<file path="src/rtl/jtag_emu_pkg.sv">
// Shared types and constants for the jtag_emu hardware shifter.
// Holds the FSM encoding, JTAG idle levels and the length clamp.
package jtag_emu_pkg;

  typedef enum logic [2:0] {
    ST_IDLE = 3'd0,
    ST_LOW  = 3'd1,
    ST_HIGH = 3'd2,
    ST_TRST = 3'd3,
    ST_RESP = 3'd4
  } state_e;

  localparam logic TMS_IDLE = 1'b1;
  localparam logic TDI_IDLE = 1'b0;

  localparam int JTAG_MAX_BITS = 32;

  function automatic logic [5:0] clamp_len(input logic [5:0] len);
    return (len > 6'(JTAG_MAX_BITS)) ? 6'(JTAG_MAX_BITS) : len;
  endfunction

endpackage

</file>
<file path="src/rtl/jtag_emu_sync.sv">
// Two-flop synchroniser, reset to 0.
// Used to bring the TAP's tdo back into the ps7 clock domain.
module jtag_emu_sync (
  input  logic clk,
  input  logic rst,
  input  logic d,
  output logic q
);

  logic meta;

  always_ff @(posedge clk) begin
    if (rst) begin
      meta <= 1'b0;
      q    <= 1'b0;
    end else begin
      meta <= d;
      q    <= meta;
    end
  end

endmodule

</file>
<file path="src/rtl/jtag_emu_shifter.sv">
// Batched JTAG shifter: drives tck/tms/tdi/trstn from flops and
// returns up to 32 captured TDO bits per command.
module jtag_emu_shifter
  import jtag_emu_pkg::*;
#(
  parameter int CLK_DIV  = 4,
  parameter int TRST_LEN = 16
) (
  input  logic        clk,
  input  logic        rst,
  input  logic        cmd_valid_i,
  output logic        cmd_ready_o,
  input  logic        cmd_trst_i,
  input  logic [5:0]  cmd_len_i,
  input  logic [31:0] cmd_tms_i,
  input  logic [31:0] cmd_tdi_i,
  output logic        rsp_valid_o,
  input  logic        rsp_ready_i,
  output logic [31:0] rsp_tdo_o,
  output logic        busy_o,
  output logic        tck_o,
  output logic        tms_o,
  output logic        tdi_o,
  output logic        trstn_o,
  input  logic        tdo_i
);

  localparam logic [7:0] DIV_LD  = 8'(CLK_DIV - 1);
  localparam logic [7:0] TRST_LD = 8'(TRST_LEN - 1);

  state_e      state;
  logic [7:0]  div_cnt;
  logic [5:0]  bit_idx;
  logic [5:0]  len_q;
  logic [31:0] tms_q;
  logic [31:0] tdi_q;
  logic [31:0] tdo_q;
  logic        tdo_sync;
  logic [5:0]  eff_len;
  logic [5:0]  bit_nxt;

  jtag_emu_sync u_tdo_sync (
    .clk (clk),
    .rst (rst),
    .d   (tdo_i),
    .q   (tdo_sync)
  );

  assign eff_len     = clamp_len(cmd_len_i);
  assign bit_nxt     = bit_idx + 6'd1;
  assign cmd_ready_o = (state == ST_IDLE);
  assign rsp_valid_o = (state == ST_RESP);
  assign busy_o      = (state != ST_IDLE);
  assign rsp_tdo_o   = tdo_q;

  always_ff @(posedge clk) begin
    if (rst) begin
      state   <= ST_IDLE;
      div_cnt <= '0;
      bit_idx <= '0;
      len_q   <= '0;
      tms_q   <= '0;
      tdi_q   <= '0;
      tdo_q   <= '0;
      tck_o   <= 1'b0;
      tms_o   <= TMS_IDLE;
      tdi_o   <= TDI_IDLE;
      trstn_o <= 1'b1;
    end else begin
      unique case (state)
        ST_IDLE: begin
          if (cmd_valid_i) begin
            tdo_q   <= '0;
            bit_idx <= '0;
            len_q   <= eff_len;
            tms_q   <= cmd_tms_i;
            tdi_q   <= cmd_tdi_i;
            div_cnt <= DIV_LD;
            if (cmd_trst_i) begin
              state   <= ST_TRST;
              div_cnt <= TRST_LD;
              trstn_o <= 1'b0;
            end else if (eff_len == 6'd0) begin
              state <= ST_RESP;
            end else begin
              state <= ST_LOW;
              tms_o <= cmd_tms_i[0];
              tdi_o <= cmd_tdi_i[0];
            end
          end
        end
        ST_LOW: begin
          if (div_cnt == 8'd0) begin
            // sample on the same clk edge that raises tck
            tdo_q[bit_idx[4:0]] <= tdo_sync;
            state   <= ST_HIGH;
            div_cnt <= DIV_LD;
            tck_o   <= 1'b1;
          end else begin
            div_cnt <= div_cnt - 8'd1;
          end
        end
        ST_HIGH: begin
          if (div_cnt == 8'd0) begin
            tck_o   <= 1'b0;
            div_cnt <= DIV_LD;
            if (bit_nxt < len_q) begin
              bit_idx <= bit_nxt;
              state   <= ST_LOW;
              tms_o   <= tms_q[bit_nxt[4:0]];
              tdi_o   <= tdi_q[bit_nxt[4:0]];
            end else begin
              state <= ST_RESP;
            end
          end else begin
            div_cnt <= div_cnt - 8'd1;
          end
        end
        ST_TRST: begin
          if (div_cnt == 8'd0) begin
            trstn_o <= 1'b1;
            div_cnt <= DIV_LD;
            state   <= ST_RESP;
          end else begin
            div_cnt <= div_cnt - 8'd1;
          end
        end
        ST_RESP: begin
          if (rsp_ready_i) begin
            state <= ST_IDLE;
          end
        end
        default: state <= ST_IDLE;
      endcase
    end
  end

endmodule

</file>
<file path="config.mk">
export PLATFORM = sky130hd
export DESIGN_NAME = jtag_emu_shifter
export DESIGN_NICKNAME = d
export VERILOG_FILES = /design/src/rtl/jtag_emu_pkg.sv /design/src/rtl/jtag_emu_sync.sv /design/src/rtl/jtag_emu_shifter.sv
export SDC_FILE = /design/constraint.sdc
export NUM_CORES = 1
export LEC_CHECK = 0
export ABC_AREA = 1
export BUFFER_PORTS_ARGS = -buffer_cell sky130_fd_sc_hd__buf_2
export CAP_MARGIN = 20
export CORE_MARGIN = 2
export CORE_UTILIZATION = 40
export CTS_BUF_LIST = sky130_fd_sc_hd__clkbuf_16
export DETAILED_ROUTE_END_ITERATION = 8
export PLACE_DENSITY_LB_ADDON = 0.3
export SLEW_MARGIN = 20
export SYNTH_ARGS = -nofsm -noshare
export SYNTH_HDL_FRONTEND = slang
export SYNTH_SLANG_ARGS = --single-unit
export TNS_END_PERCENT = 50
</file>
<file path="constraint.sdc">
create_clock -name clk -period 2.3 [get_ports clk]
set_input_delay 0 -clock clk [delete_from_list [all_inputs] [get_ports clk]]
set_output_delay 0 -clock clk [all_outputs]
set_load 0.005 [all_outputs]
</file>
Word level (Yosys, flattened, before mapping) --
Cells that the tools add are included.
Storage, ports and cells: flip-flop bits (word level) 125, bits of input ports 76, output and inout port bits 39, word-level logic and storage cells 98
Cells by class: $add $sub $neg 2, magnitude comparators 5, eq/ne operators 13, multiplexer cells 46, reduce and logical (&&, ||, !) cells 19
Operators by type and width (number):
- $mux 32 | 2
- $pmux 32 s2 | 1
- $bwmux 32 | 1
- $mux 3 | 8
- $mux 6 | 4
- $mux 1 | 17
- $mux 8 | 2
- $pmux 8 s2 | 1
- $pmux 3 s5 | 1
- $ne 2x2->1 const B | 7
- $lt 5x6->1 const B | 2
- $pmux 6 s2 | 1
- $bmux 1 s5 | 2
- $reduce_bool 2->1 | 5
- $logic_not 8->1 | 1
- $pmux 1 s2 | 4
- $reduce_and 4->1 | 2
- $sub 8x1->8 const B | 1
- $add 6x1->6 const B | 1
- $eq 3x2->1 const B | 2
- $gt 6x6->1 const B | 1
- $logic_not 6->1 | 1
- $lt 6x6->1 | 1
- $reduce_and 3->1 | 2
- 13 further kinds | 15

Depth between registers and ports, before layout --
Gate-level depths: netlist of the first run.
word-level depth 7, depth in mapped cells 16, depth with buffers taken out 16

By module --
A second synthesis of the first run with hierarchy kept.
Unflattened totals: cell total of the unflattened synthesis 890, area total of the unflattened synthesis 6175.9 µm²
Modules (own cells, without submodules):
- jtag_emu_shifter | instances 1, cells each 884, area an instance 6120.9 µm², seq. area each 2462.4 µm²
- jtag_emu_sync | instances 1, cells each 6, area an instance 55.1 µm², seq. area each 40.0 µm²

Worst setup path after synthesis of the first run --
Ideal clock, no wire load.
kind register to register, start register bit_idx[0], end register bit_idx[3], setup time 0.113 ns, arrival time 2.211 ns, data required time 2.187 ns, path slack -0.024 ns, cell stages (with the launch flop) 14, buffers on the path 3, clock period less this slack 2.324 ns, cells stage by stage dfxtp_1 > buf_2 > inv_2 > buf_2 > ha_1 > ha_1 > a21boi_0 > o21ai_0 > nand3_1 > a21oi_2 > buf_4 > o21ai_0 > nand2_1 > nor2_1
Between the ends: word-level cells in the longest chain between the ends 4, elaborated cells on any way between the ends 7, those cells by class add/sub: 1; order compare: 1; eq/ne: 1; mux: 3; reduce/logical: 1
Ends and longest elaborated chain:
- start: declaration | line jtag_emu_shifter.sv:33 | logic [5:0] bit_idx;
- start signal: assignment | line jtag_emu_shifter.sv:108 | bit_idx <= bit_nxt;
- $add 6x1->6 (*) | line jtag_emu_shifter.sv:50 | assign bit_nxt = bit_idx + 6'd1;
- $lt 6x6->1 or $mux 6 (tied branches) | line jtag_emu_shifter.sv:107 | if (bit_nxt < len_q) begin
- $ne 2x2->1 (no line) or $mux 6 (tied branches)
- $reduce_and 4->1 (no line) or $pmux 6 s2 (tied branches)
Mark *: on every way between the ends. The rest lies on a longest branch, timed or not. The select of a mux whose other input is x is not followed. A chain may end at the register's enable or synchronous reset.

Worst setup path in the final report of the first run --
start register bit_idx[0], end register bit_idx[1]
The elaborated chain is that of the path after synthesis.

==> impl_metrics.py, run 1 <==
metrics = {
    "outcome": {
        "status": "finished clean",
    },
    "clock_tree": {
        "cts_buffers": 17,
        "clock_latency_ns": 0.42,
        "clk_pin_slew_ns": 0.06,
        "cts_tree": "yes",
        "htreeDepth": 4,
        "clk_path_buf_depth": 2,
        "cts-root-buf": "clkbuf_16",
        "cts.sinks": 125,
    },
    "timing": {
        "hold_slack_ns": 0.114,
        "hold_viol": 0,
        "setup_viol": 0,
        "fmax_mhz": 471,
        "fin_crit_sh_pct": 92.4,
        "clock_skew_ns": 0.00619,
        "tightest_slew_ns": 0.731,
        "worst_slack_ns": 0.175,
        "drv_slew": 0,
        "final.min_clock_period_ns": 2.13,
        "slew_headroom_pct": 51.1,
        "tns_ns": 0,
    },
    "grt": {
        "grt_max_degree": 122,
        "overflow": 0,
        "antenna_found_initial": 0,
        "grtUsageTotal_pct": 20.8,
        "grt_pass1_wl_mm": 27.4,
        "grt_pass1_vias": 5805,
    },
    "yosys": {
        "syn_area_per_cell_um2": 6.93,
        "synth-edff-count": 0,
        "netlist_area_um2": 6170,
        "synth_cells": 890,
        "async_flop_share_pct": 0,
        "ys_ff_latch": 125,
        "ys.warnings.count": 0,
        "synth_cell_types": 40,
        "ys.flop_type": "dfxtp_1",
        "yosysSeqAreaShare_pct": 40.6,
        "syn_nets": 976,
    },
    "critical_path": {
        "worstPathArrival_ns": 2.48,
        "crit_path_end_kind": "flop",
        "criticalPathCategory": "reg -> reg",
        "worst_setup_path_start_kind": "flop",
        "required_ns": 2.65,
        "path_max_fanout": 6,
    },
    "routing": {
        "drtIter0Drc": 442,
        "via_count": 6391,
        "wl_per_cell_um": 13.3,
        "drc": 0,
        "drt-total-wl_mm": 17.0,
        "dr.pass1.iters": 6,
        "viasPerCell": 4.99,
        "final_antenna_net_count": 0,
    },
    "power": {
        "power_density_nw_per_um2": 1280,
        "leakage_nw": 3.72,
        "ir_drop_mv": 0.736,
    },
    "layout": {
        "postLayoutCellArea_um2": 8400,
        "layout_common_cells": "nand2_1 (136), dfxtp_1 (122), buf_2 (114)",
        "diodes": 0,
        "drive_gt1_share_pct": 20.5,
        "mostFrequentLayoutCell": "nand2_1",
        "n_fill_cell": 1415,
        "final_nets": 1165,
        "syn_to_final_growth_pct": 36.2,
    },
    "floorplanning": {
        "die_w_um": 128,
        "io-pin-count": 115,
        "die-area_um2": 16400,
        "initial_utilization_pct": 40.7,
        "rows": 45,
        "core-area_um2": 15100,
        "die_h_um": 128,
    },
    "place": {
        "portBuffers": 114,
        "place.gp.congestion": 0.815,
        "placed_area_um2": 6930,
        "place_ws_ns": -0.0608,
        "place.detailed.hpwl_mm": 10.7,
    },
    "run": {
        "maxCapViolations": 0,
    },
    "worst_hold_path": {
        "holdCritPathClass": "in -> reg",
    },
}
-- layer usage --
metal  track usage (%)  part of all wire [%]
met5                 0                     0
met4              6.53                   1.5
met3              4.67                   5.2
met2              33.3                    46
met1              28.1                    48
-- metrics by stage --
stage	total power, mW	cells	utilization [%]
final	10.8	1280	55.4
after global routing	11.7	1280	55.4
after CTS	10.6	1276	54.7
after detailed placement	7.82	1166	45.7
after global placement	7.78	1166	45.7
after floorplan	6.56	890	-
-- power by group --
group	internal (mW)	switching (mW)	total, mW	leakage, nW
logic	1.93	3.13	5.06	2.42
clock network	1.59	1.02	2.60	0.267
registers	2.82	0.290	3.11	1.03
-- worst max-delay path, stage by stage (launching register included) --
cell and delay, ns:
dfxtp_4 0.38, ha_4 0.15, nand2_4 0.06, inv_2 0.06, nor2_1 0.04, nor3_2 0.18, ha_1 0.25, nand2_1 0.07
a21oi_1 0.05, nor2_2 0.13, nand3_2 0.11, a21oi_4 0.19, buf_6 0.14, buf_4 0.11, nor2_1 0.03, nor2_1 0.10
-- cells by family (layout without fill, tap and decap cells) --
| kind of cell | Yosys count | after routing | synth area share (%) |
|---|---|---|---|
| AO/OA/AOI/OAI | 244 | 244 | 21.7 |
| XOR/XNOR | 5 | 5 | 0.710 |
| adder cells (fa/ha/maj) | 10 | 10 | 2.03 |
| buffers and inverters | 163 | 365 | 11.0 |
| flip-flops | 125 | 125 | 40.6 |
| AND/OR/NAND/NOR | 343 | 343 | 24.0 |
-- cells in the mapped netlist, types with 7 or more instances --
cell type,count,area [µm²]
a21oi_1,88,440
a21oi_2,11,96.3
buf_2,23,115
clkbuf_1,20,75.1
dfxtp_1,125,2500
ha_1,10,125
inv_1,105,394
nand2_1,139,522
nand3_1,62,310
nand4_1,10,62.6
nor2_1,109,409
o21ai_0,115,576
o21ai_1,7,35.0
-- sequential cells by signal (all words and copies together), names as in the netlist --
register,cells
rsp_tdo_o,32
tdi_q,32
tms_q,32
div_cnt,8
bit_idx,6
len_q,6
state,3
tck_o,1
tdi_o,1
tms_o,1
trstn_o,1
u_tdo_sync.meta,1
u_tdo_sync.q,1
-- path summary, 6_finish.rpt --
kind / from / to / slack, ns / cells after the start
worst min register to register: u_tdo_sync.meta / u_tdo_sync.q / 0.42 / 2
worst min-delay path: cmd_valid_i / trstn_o / 0.11 / 6
worst max-delay path: bit_idx[0] / bit_idx[1] / 0.17 / 15
worst max register to register: bit_idx[0] / bit_idx[1] / 0.17 / 15
-- layout make-up --
cell class	instances	area (µm²)	share of cell area (%)
multi-input cells	602	3060	36.4
flip-flops and latches	125	2510	29.9
repair buffers	219	1590	18.9
inverters	114	432	5.14
clock buffers	17	425	5.07
well taps	188	235	2.80
clock inverters	15	146	1.74
-- repair_timing --
item                                   4_1_cts  5_1_grt
resized for setup                            1       24
endpoints found under the hold margin       75        0
pin swaps                                    0       10
setup endpoints to repair                    6        9
cloned                                       0        1
hold buffers                                78        0
buffers inserted                             0        3
(Power assumes the default switching activity.)
==> run 2: changes to the inputs <==
--- a/config.mk
+++ b/config.mk
@@ -6,7 +6,7 @@
 export NUM_CORES = 1
 export LEC_CHECK = 0
 export ABC_AREA = 1
-export BUFFER_PORTS_ARGS = -buffer_cell sky130_fd_sc_hd__buf_2
+export BUFFER_PORTS_ARGS = -buffer_cell sky130_fd_sc_hd__buf_4
 export CAP_MARGIN = 20
 export CORE_MARGIN = 2
 export CORE_UTILIZATION = 40
==> run 2 against run 1 <==
Cell area is 4.0% higher. Register-to-register slack got worse by 0.09 ns. Hold slack improved by 0.11 ns. Largest cell class unchanged.
==> impl_metrics.py, run 2 (synthesis gave the netlist of run 1 again) <==
metrics = {
    "place": {
        "place_ws_ns": -0.0313,
        "place.gp.congestion": 0.848,
        "portBuffers": 114,
        "placed_cells": 1169,
        "place.detailed.hpwl_mm": 11.0,
    },
    "power": {
        "leakage_nw": 3.83,
        "power_density_nw_per_um2": 1250,
        "ir_drop_mv": 0.670,
    },
    "routing": {
        "via_count": 6417,
        "viasPerCell": 4.99,
        "drt-total-wl_mm": 17.4,
        "final_antenna_net_count": 0,
        "drtIter0Drc": 436,
        "dr.pass1.iters": 5,
        "wl_per_cell_um": 13.5,
        "drc": 0,
    },
    "floorplanning": {
        "initial_utilization_pct": 40.7,
        "die-area_um2": 16400,
        "die_w_um": 128,
        "core-area_um2": 15100,
        "die_h_um": 128,
        "io-pin-count": 115,
        "rows": 45,
    },
    "timing": {
        "fmax_mhz": 452,
        "worst_slack_ns": 0.0870,
        "final.min_clock_period_ns": 2.21,
        "tightest_slew_ns": 0.728,
        "drv_slew": 0,
        "slew_headroom_pct": 51.3,
        "rsz0062_at_grt": "yes",
        "fin_crit_sh_pct": 96.2,
        "clock_skew_ns": 0.00775,
        "setup_viol": 0,
        "hold_viol": 0,
    },
    "critical_path": {
        "worstPathArrival_ns": 2.53,
        "crit_path_cell_trace": "ha_4 > buf_4 > nor2_1 > nor2_2 > ha_1 > nand2_1 > nor2_1 > o21ai_1 > nand3_1 > a21oi_2 > buf_6 > o21ai_2 > nand2_1 > nor2_1",
        "cpLargestDelayFamily": "simple AND/OR/NAND/NOR gates",
        "required_ns": 2.62,
        "crit_end": "bit_idx[3]",
        "r2r_end": "bit_idx[3]",
        "criticalPathCategory": "reg -> reg",
        "crit_start": "bit_idx[1]",
        "timing.rr.start": "bit_idx[1]",
        "worst_setup_path_start_kind": "flop",
        "cpMostUsedCell": "nor2_1",
        "r2r_cells": 14,
        "path_max_fanout": 7,
        "critical-path-max-stage-delay_ns": 0.37,
        "slowest_stage": "dfxtp_4",
        "cp_num_buf_inv": 2,
        "ff2ff_setup_slack_ns": 0.09,
        "crit_path_end_kind": "flop",
        "crit_cells": 14,
    },
    "worst_hold_path": {
        "holdCritPathClass": "in -> reg",
        "min_from": "cmd_valid_i",
    },
    "layout": {
        "drive_gt1_share_pct": 20.9,
        "stdcell_count": 1285,
        "diodes": 0,
        "syn_to_final_growth_pct": 41.6,
        "layout_common_cells": "buf_4 (141), nand2_1 (134), dfxtp_1 (122)",
        "final_nets": 1170,
        "mostFrequentLayoutCell": "buf_4",
        "n_fill_cell": 1400,
    },
    "clock_tree": {
        "clk_pin_slew_ns": 0.06,
        "htreeDepth": 4,
        "cts-root-buf": "clkbuf_16",
        "cts_buffers": 17,
        "cts.sinks": 125,
        "cts_tree": "yes",
        "clock_latency_ns": 0.43,
        "clk_path_buf_depth": 2,
    },
    "grt": {
        "grtUsageTotal_pct": 21.6,
        "grt_max_degree": 69,
        "overflow": 0,
        "grt_pass1_vias": 5967,
        "antenna_found_initial": 0,
        "grt_pass1_wl_mm": 28.5,
    },
    "outcome": {
        "status": "finished clean",
    },
    "run": {
        "maxCapViolations": 0,
    },
}
[run 2: changes by cell type in the layout (fill, tap and decap cells not counted), moves of 3 or more]
cell	change
buf_4	+119
buf_2	-114
o21ai_2	+5
o21ai_0	-4
clkinvlp_4	-3
inv_1	+3
inv_6	-3
nor2_2	-3
[run 2: area by class of cell]
type	count	area (µm²)	share of cell area, %
well taps	188	235	2.69
clock buffers	17	425	4.87
flip-flops and latches	125	2510	28.8
repair buffers	224	1910	21.9
multi-input cells	602	3080	35.3
clock inverters	15	133	1.52
inverters	114	434	4.97
[run 2: layer usage]
layer  vias to the layer above  global-route usage [%]  part of all wire [%]
met2                       183                    34.6                    46
met4                         0                    7.95                   1.9
li1                       3296                       -                     -
met5                         -                       0                     0
met3                        27                    5.18                   4.9
met1                      2911                    28.5                    47
[run 2: through the flow]
stage	TNS, ns	util, %	cell area [µm²]	power [mW]	hold WS (ns)
3_3_place_gp	0	47.8	7240	7.93	0.206
4_1_cts	0	56.7	8590	10.7	0.194
5_1_grt	-0.437	57.7	8730	11.9	0.258
6_report	0	57.7	8730	10.9	0.222
2_1_floorplan	0	-	6170	6.56	0.107
3_5_place_dp	-0.0730	47.8	7240	7.99	0.210
[run 2: how the worst min path moves through the flow]
| stage | slack [ns] | end | depth (start not counted) |
|---|---|---|---|
| after floorplan | 0.11 | u_tdo_sync.meta | 2 |
| after global placement | 0.21 | u_tdo_sync.meta | 3 |
| after detailed placement | 0.21 | u_tdo_sync.meta | 3 |
| after CTS | 0.19 | state[1] | 7 |
| after global routing | 0.26 | tdi_q[0] | 5 |
| final | 0.22 | state[1] | 7 |
[run 2: worst register-to-register path, delay by kind of cell, from the launching register on]
kind	cells	cell delay [ns]
buf+inv	2	0.32
compound gates	3	0.37
fa+ha+maj	2	0.44
flops	1	0.37
simple gates	7	0.61
[run 2: power by group]
part	switching (mW)	internal (mW)	total (mW)
logic	3.18	2.07	5.25
registers	0.315	2.82	3.14
clock network	0.971	1.56	2.54
total	4.46	6.46	10.9
[run 2: timing repair]
item / in CTS / in global routing
setup endpoints to repair: 6 / 10
hold endpoints to repair: 75 / 0
cloned: 0 / 1
gates resized for setup: 2 / 34
buffers inserted: 0 / 4
pin swaps: 0 / 11
hold buffers: 79 / 0
